$ cat config.mk
export PLATFORM = sky130hd
export DESIGN_NAME = sensor_readout_ctrl_flat
export DESIGN_NICKNAME = d
export VERILOG_FILES = /design/src/rtl/sensor_readout_ctrl_if.sv /design/src/rtl/sensor_readout_ctrl.sv /design/src/flat_wrapper.sv
export SDC_FILE = /design/constraint.sdc
export NUM_CORES = 1
export LEC_CHECK = 0
export CORE_UTILIZATION = 40
export DETAILED_ROUTE_END_ITERATION = 16
export GPL_TIMING_DRIVEN = 0
export SLEW_MARGIN = 25
export SYNTH_ARGS = -nofsm -noshare
export SYNTH_HDL_FRONTEND = slang
export SYNTH_SLANG_ARGS = --single-unit
$ cat constraint.sdc
create_clock -name i_clk -period 2.6 [get_ports i_clk]
set_input_delay 0.52 -clock i_clk [delete_from_list [all_inputs] [get_ports i_clk]]
set_output_delay 0.52 -clock i_clk [all_outputs]
set_load 0.02 [all_outputs]
$ cat src/rtl/sensor_readout_ctrl_if.sv
// Sensor readout controller bus.
// Groups the frame request, the pixel-array control strobes, the shared ADC
// ramp bus, the captured pixel buses and the outgoing pixel stream.
//   master : the controller (drives strobes, ramp code and stream)
//   slave  : the array/ADC side and the stream consumer
interface sensor_readout_ctrl_if;
  logic       start;       // frame request
  logic       erase;       // pixel erase
  logic       expose;      // pixel expose
  logic       convert;     // ramp enable, high while data_out carries the code
  logic       read;        // pixel read enable
  logic [7:0] data_out;    // ADC ramp code toward the array buses
  logic       data_oe;     // data_out drive enable
  logic [7:0] data1_in;    // pixel bus 1
  logic [7:0] data2_in;    // pixel bus 2
  logic [7:0] data3_in;    // pixel bus 3
  logic [7:0] data4_in;    // pixel bus 4
  logic [7:0] pix_data;    // streamed pixel value
  logic [1:0] pix_idx;     // streamed pixel index (0 = bus 1)
  logic       pix_valid;   // stream valid
  logic       pix_ready;   // stream ready
  logic       busy;        // controller not idle
  logic       frame_done;  // one-cycle completion pulse

  modport master (
    input  start, data1_in, data2_in, data3_in, data4_in, pix_ready,
    output erase, expose, convert, read, data_out, data_oe,
           pix_data, pix_idx, pix_valid, busy, frame_done
  );

  modport slave (
    output start, data1_in, data2_in, data3_in, data4_in, pix_ready,
    input  erase, expose, convert, read, data_out, data_oe,
           pix_data, pix_idx, pix_valid, busy, frame_done
  );
endinterface

$ cat src/rtl/sensor_readout_ctrl.sv
// Sensor readout sequencer: erase -> expose -> ramp conversion -> read and
// capture of four pixel buses -> stream of the four captured values.
// Ports:
//   i_clk    sole clock
//   i_rst_n  asynchronous active-low reset
//   bus      sensor_readout_ctrl_if.master (strobes, ramp bus, pixel stream)
//
// state     | meaning
// ----------+-----------------------------------------------------------
// S_IDLE    | waiting for start
// S_ERASE   | erase high for ERASE_CYCLES clocks
// S_EXPOSE  | expose high for EXPOSE_CYCLES clocks
// S_CONVERT | ramp code 0..255 driven onto the array buses
// S_READ    | read high, one settling cycle
// S_CAPTURE | read high, pixel buses captured at the end of the cycle
// S_STREAM  | captured values streamed out with valid/ready
module sensor_readout_ctrl #(
  parameter int ERASE_CYCLES  = 5,
  parameter int EXPOSE_CYCLES = 255
) (
  input  logic                   i_clk,
  input  logic                   i_rst_n,
  sensor_readout_ctrl_if.master  bus
);

  typedef enum logic [2:0] {
    S_IDLE, S_ERASE, S_EXPOSE, S_CONVERT, S_READ, S_CAPTURE, S_STREAM
  } state_t;

  localparam logic [7:0] ERASE_LAST  = 8'(ERASE_CYCLES - 1);
  localparam logic [7:0] EXPOSE_LAST = 8'(EXPOSE_CYCLES - 1);

  state_t     r_state;
  logic [7:0] r_cnt;
  logic [1:0] r_idx;
  logic [7:0] r_buf [4];
  logic       r_erase, r_expose, r_convert, r_read, r_data_oe;
  logic       r_pix_valid, r_busy;
  logic [7:0] r_data_out, r_pix_data;

  state_t     w_state_nxt;
  logic [7:0] w_cnt_nxt;
  logic [1:0] w_idx_nxt;
  logic       w_capture;
  logic       w_xfer;
  logic [7:0] w_in [4];
  logic [7:0] w_pix_data_nxt;

  assign w_in[0] = bus.data1_in;
  assign w_in[1] = bus.data2_in;
  assign w_in[2] = bus.data3_in;
  assign w_in[3] = bus.data4_in;

  assign w_xfer = r_pix_valid & bus.pix_ready;

  always_comb begin
    w_state_nxt = r_state;
    w_cnt_nxt   = r_cnt;
    w_idx_nxt   = r_idx;
    w_capture   = 1'b0;
    case (r_state)
      S_IDLE: begin
        if (bus.start) begin
          w_state_nxt = S_ERASE;
          w_cnt_nxt   = 8'd0;
        end
      end
      S_ERASE: begin
        if (r_cnt == ERASE_LAST) begin
          w_state_nxt = S_EXPOSE;
          w_cnt_nxt   = 8'd0;
        end else begin
          w_cnt_nxt = r_cnt + 8'd1;
        end
      end
      S_EXPOSE: begin
        if (r_cnt == EXPOSE_LAST) begin
          w_state_nxt = S_CONVERT;
          w_cnt_nxt   = 8'd0;
        end else begin
          w_cnt_nxt = r_cnt + 8'd1;
        end
      end
      S_CONVERT: begin
        // the counter wraps 255 -> 0 on the way out, so no explicit clear
        w_cnt_nxt = r_cnt + 8'd1;
        if (r_cnt == 8'hFF) w_state_nxt = S_READ;
      end
      S_READ: w_state_nxt = S_CAPTURE;
      S_CAPTURE: begin
        w_state_nxt = S_STREAM;
        w_idx_nxt   = 2'd0;
        w_capture   = 1'b1;
      end
      S_STREAM: begin
        if (w_xfer) begin
          if (r_idx == 2'd3) begin
            w_state_nxt = S_IDLE;
            w_idx_nxt   = 2'd0;
          end else begin
            w_idx_nxt = r_idx + 2'd1;
          end
        end
      end
      default: w_state_nxt = S_IDLE;
    endcase
  end

  // The buffer is written on the same edge that enters STREAM, so the first
  // beat has to come straight from the buses rather than from r_buf.
  always_comb begin
    w_pix_data_nxt = 8'd0;
    if (w_state_nxt == S_STREAM)
      w_pix_data_nxt = w_capture ? w_in[w_idx_nxt] : r_buf[w_idx_nxt];
  end

  always_ff @(posedge i_clk or negedge i_rst_n) begin
    if (!i_rst_n) begin
      r_state     <= S_IDLE;
      r_cnt       <= 8'd0;
      r_idx       <= 2'd0;
      for (int i = 0; i < 4; i++) r_buf[i] <= 8'd0;
      r_erase     <= 1'b0;
      r_expose    <= 1'b0;
      r_convert   <= 1'b0;
      r_read      <= 1'b0;
      r_data_oe   <= 1'b0;
      r_data_out  <= 8'd0;
      r_pix_valid <= 1'b0;
      r_pix_data  <= 8'd0;
      r_busy      <= 1'b0;
    end else begin
      r_state     <= w_state_nxt;
      r_cnt       <= w_cnt_nxt;
      r_idx       <= w_idx_nxt;
      if (w_capture)
        for (int i = 0; i < 4; i++) r_buf[i] <= w_in[i];
      // outputs are decoded from the next state so they leave flops directly
      r_erase     <= (w_state_nxt == S_ERASE);
      r_expose    <= (w_state_nxt == S_EXPOSE);
      r_convert   <= (w_state_nxt == S_CONVERT);
      r_read      <= (w_state_nxt == S_READ) || (w_state_nxt == S_CAPTURE);
      r_data_oe   <= (w_state_nxt == S_CONVERT);
      r_data_out  <= (w_state_nxt == S_CONVERT) ? w_cnt_nxt : 8'd0;
      r_pix_valid <= (w_state_nxt == S_STREAM);
      r_pix_data  <= w_pix_data_nxt;
      r_busy      <= (w_state_nxt != S_IDLE);
    end
  end

  assign bus.erase     = r_erase;
  assign bus.expose    = r_expose;
  assign bus.convert   = r_convert;
  assign bus.read      = r_read;
  assign bus.data_oe   = r_data_oe;
  assign bus.data_out  = r_data_out;
  assign bus.pix_valid = r_pix_valid;
  assign bus.pix_data  = r_pix_data;
  assign bus.pix_idx   = r_idx;
  assign bus.busy      = r_busy;
  // Completion marks the final transfer itself, so it is qualified by the
  // live ready; valid and index are flops, and valid is 0 during reset.
  assign bus.frame_done = w_xfer & (r_idx == 2'd3);

endmodule

$ cat src/flat_wrapper.sv
// flat-port wrapper written by rule: the top's interface ports become plain ports
module sensor_readout_ctrl_flat 
#(
  parameter int ERASE_CYCLES  = 5,
  parameter int EXPOSE_CYCLES = 255
)
  (i_clk, i_rst_n, bus_start, bus_data1_in, bus_data2_in, bus_data3_in, bus_data4_in, bus_pix_ready, bus_erase, bus_expose, bus_convert, bus_read, bus_data_out, bus_data_oe, bus_pix_data, bus_pix_idx, bus_pix_valid, bus_busy, bus_frame_done);
  sensor_readout_ctrl_if bus_i ();
  input  logic i_clk;
  input  logic i_rst_n;
  input wire logic [$bits(bus_i.start)-1:0] bus_start;
  input wire logic [$bits(bus_i.data1_in)-1:0] bus_data1_in;
  input wire logic [$bits(bus_i.data2_in)-1:0] bus_data2_in;
  input wire logic [$bits(bus_i.data3_in)-1:0] bus_data3_in;
  input wire logic [$bits(bus_i.data4_in)-1:0] bus_data4_in;
  input wire logic [$bits(bus_i.pix_ready)-1:0] bus_pix_ready;
  output wire logic [$bits(bus_i.erase)-1:0] bus_erase;
  output wire logic [$bits(bus_i.expose)-1:0] bus_expose;
  output wire logic [$bits(bus_i.convert)-1:0] bus_convert;
  output wire logic [$bits(bus_i.read)-1:0] bus_read;
  output wire logic [$bits(bus_i.data_out)-1:0] bus_data_out;
  output wire logic [$bits(bus_i.data_oe)-1:0] bus_data_oe;
  output wire logic [$bits(bus_i.pix_data)-1:0] bus_pix_data;
  output wire logic [$bits(bus_i.pix_idx)-1:0] bus_pix_idx;
  output wire logic [$bits(bus_i.pix_valid)-1:0] bus_pix_valid;
  output wire logic [$bits(bus_i.busy)-1:0] bus_busy;
  output wire logic [$bits(bus_i.frame_done)-1:0] bus_frame_done;
  assign bus_i.start = bus_start;
  assign bus_i.data1_in = bus_data1_in;
  assign bus_i.data2_in = bus_data2_in;
  assign bus_i.data3_in = bus_data3_in;
  assign bus_i.data4_in = bus_data4_in;
  assign bus_i.pix_ready = bus_pix_ready;
  assign bus_erase = bus_i.erase;
  assign bus_expose = bus_i.expose;
  assign bus_convert = bus_i.convert;
  assign bus_read = bus_i.read;
  assign bus_data_out = bus_i.data_out;
  assign bus_data_oe = bus_i.data_oe;
  assign bus_pix_data = bus_i.pix_data;
  assign bus_pix_idx = bus_i.pix_idx;
  assign bus_pix_valid = bus_i.pix_valid;
  assign bus_busy = bus_i.busy;
  assign bus_frame_done = bus_i.frame_done;
  sensor_readout_ctrl #(.ERASE_CYCLES(ERASE_CYCLES), .EXPOSE_CYCLES(EXPOSE_CYCLES)) u_core (.i_clk(i_clk), .i_rst_n(i_rst_n), .bus(bus_i));
endmodule
==> qor.csv, run 1 <==
metric;value;unit
status;complete, no violations;
worst hold path class;in2async;
Final Critical Period;2.436;ns
Post-Synthesis Cells;290;
final clock skew;0.008495;ns
crit end category;output pin;
# diodes;0;
vias in the first global route;2503;
Post-DRT Antenna Nets;0;
HPWL Detailed;5181;um
CTS tree;built;
Post-route DRC;0;
Hold Violations, Final;0;
clock sinks;67;
vias;2472;
Max Clk Rate;0.4105;GHz
IO Pins;62;
Final setup viols;0;
total wire length;7010;um
Congestion Overflow GR;0;
Slew Viols, Final;0;
Sequential Area;1677;um2
Crit Path Max Fanout;3;
placed cell area;4016;um2
max cap viols;0;
FILL cells;743;
Total Power;3.678;mW
register area share after synthesis;0.5154;
Routability Congestion;0.8799;
pin count of the biggest net entering global routing;48;
Synth Area per Inst;11.22;um2
layout cells sized above 1;0.1281;
Worst-Skew Late Latency;0.34;ns
critical path required time;2.08;ns
DR iter-0 viols;119;
RSZ-0062 raised after global routing;no;
initial antenna violation count;0;
CP Class;in2out;
Post-Syn Area;3253;um2
core area;7807;um2
Post-CTS Setup Inserts;0;
Die W;92.18;um
die area;8497;um2
Post-synth EDFFs;0;
Synthesis Warnings;0;
first-pass GRT wire length;12120;um
Worst-Margin Slew;0.6802;ns
CTS resizes;0;
Via density;5.271;
Mapped Nets;330;
TritonRoute pass-1 iters;4;
predominant post-synthesis flop cell;dfrtp_1;
Die Ht;92.18;um
Netlist cell types;57;
worst path arrival time;1.92;ns
register clock-pin slew on the reported worst setup and hold paths;0.07;ns
Synth-to-Final Area Change;28.96;%
Finished Layout Cells;469;
VDD IR-drop max;0.4428;mV
max-slew headroom at the worst pin;0.5465;
register bit total from synthesis;67;
fin area;4195;um2
root buffer cell;clkbuf_8;
DP Cell Count;454;
clk buf depth;2;
area occupied by multi-input gates;1410;um2
starting density of the core;0.4167;
CTS H-tree depth;3;
Final nets;403;
fin crit share;0.9368;
Leak;1.913;nW
fraction of registers with async set/reset;1.000;
Final Core Density;0.5373;
row cnt;32;
Fin Hold WS;0.06065;ns
crit start category;primary input;
IO buf count;61;
total CTS buffers;9;
cts hold-fix bufs;0;
pwr dens;876.6;nW/um2
GRT Overall Usage;0.1840;
per-cell routed wire length;14.95;um
==> final timing paths <==
kind,slack [ns],startpoint,cells after the start,end
worst min register to register,0.48,u_core.r_buf[10]$_DFFE_PN0P_,1,u_core.r_buf[10]$_DFFE_PN0P_
worst max-delay path,0.16,bus_pix_ready,4,bus_frame_done
worst min-delay path,0.06,i_rst_n,1,u_core.bus.data_out[3]$_DFF_PN0_
max in group asynchronous,2.02,i_rst_n,2,u_core.r_buf[27]$_DFFE_PN0P_
min in group i_clk,0.48,u_core.r_buf[10]$_DFFE_PN0P_,1,u_core.r_buf[10]$_DFFE_PN0P_
worst max register to register,0.33,u_core.bus.pix_idx[0]$_DFF_PN0_,7,u_core.bus.pix_data[4]$_DFF_PN0_
==> synthesized netlist by cell type, drive strengths merged, types with 3 or more instances <==
cell | number | share of area
o221ai | 7 | 0.021
buf | 8 | 0.021
and2 | 4 | 0.0085
inv | 16 | 0.018
nand3 | 10 | 0.019
and3 | 4 | 0.0077
and4 | 7 | 0.019
mux2 | 24 | 0.083
nor2b | 3 | 0.0058
clkbuf | 9 | 0.012
a22o | 3 | 0.0081
a211oi | 3 | 0.0085
o21ai | 26 | 0.040
nor2 | 11 | 0.013
ha | 4 | 0.015
nor3 | 3 | 0.0046
nand2 | 22 | 0.026
xnor2 | 4 | 0.011
a31oi | 12 | 0.025
mux2i | 14 | 0.043
nand2b | 3 | 0.0058
dfrtp | 67 | 0.52
==> cell usage in the layout, fill, tap and decap left out, drive strengths merged, types with 2 or more instances in the layout <==
cell type       n
or4             2
nand3b          2
nand2          22
nor2b           3
a211oi          3
and4            7
ha              4
dfrtp          67
inv            16
mux2i          14
clkinv          2
mux2           24
and3            4
a31oi          12
nor2           11
buf            10
o221ai          7
nand3          10
o21ai          26
nand4           2
o211ai          2
nor3            3
o2bb2ai         2
a21oi           2
or2             2
and2            4
nand2b          3
a22o            3
clkdlybuf4s50  60
clkbuf         22
xnor2           4
==> cell type report <==
cell class	count	area share
Clock buffer	13	0.04026
Multi-Input combinational cell	190	0.3361
Tap cell	102	0.03042
Sequential cell	67	0.3996
Inverter	16	0.01432
Buffer	17	0.02535
Timing Repair Buffer	62	0.1515
Clock inverter	2	0.002386
==> logic make-up (layout without fill, tap and decap cells) <==
family,Yosys count,count (layout),synth area share
adder cells (fa/ha/maj),4,4,0.01539
AO/OA/AOI/OAI,66,66,0.1442
buffers and inverters,33,110,0.05115
multiplexers,38,38,0.1262
AND/OR/NAND/NOR,78,78,0.1369
XOR/XNOR,4,4,0.01077
flip-flops,67,67,0.5154
==> registers in the layout, summed over array words and instances (netlist names) <==
name and count:
u_core.r_buf 32, u_core.bus.erase 1, u_core.bus.convert 1, u_core.bus.expose 1, u_core.bus.data_out 8, u_core.bus.busy 1
u_core.bus.pix_valid 1, u_core.r_state 3, u_core.r_cnt 8, u_core.bus.read 1, u_core.bus.pix_data 8, u_core.bus.pix_idx 2
==> worst max-delay path, cell delays in order <==
cell and delay (ns):
clkdlybuf4s50_1 0.52, nand3_1 0.13, inv_1 0.13, clkdlybuf4s50_1 0.61
==> per-layer routing <==
layer / vias up / global-route usage / part of all wire
li1: 1193 / - / -
met1: 1198 / 0.2688 / 0.49
met2: 70 / 0.2699 / 0.44
met3: 11 / 0.03400 / 0.053
met4: 0 / 0.07031 / 0.017
met5: - / 0 / 0
==> stage by stage <==
step	setup slack, ns	TNS [ns]
6_report	0.1642	0
5_1_grt	0.07091	0
4_1_cts	0.1671	0
3_5_place_dp	-0.07258	-0.08046
3_3_place_gp	-1.244	-83.10
2_1_floorplan	0.4267	0
==> where the power goes <==
group	internal (mW)	total [mW]	switching (mW)	leakage (nW)
Combinational	0.596	1.27	0.670	0.986
Sequential	1.41	1.62	0.208	0.832
Clock	0.417	0.789	0.373	0.0953
No activity file was read; power rests on OpenSTA's default activity.
==> run 2: changes to the inputs <==
Settings changed: CTS_CLUSTER_DIAMETER set to 60.
==> results of run 2 <==
Same layout as run 1: the final DEF is identical, and so are final timing and power.
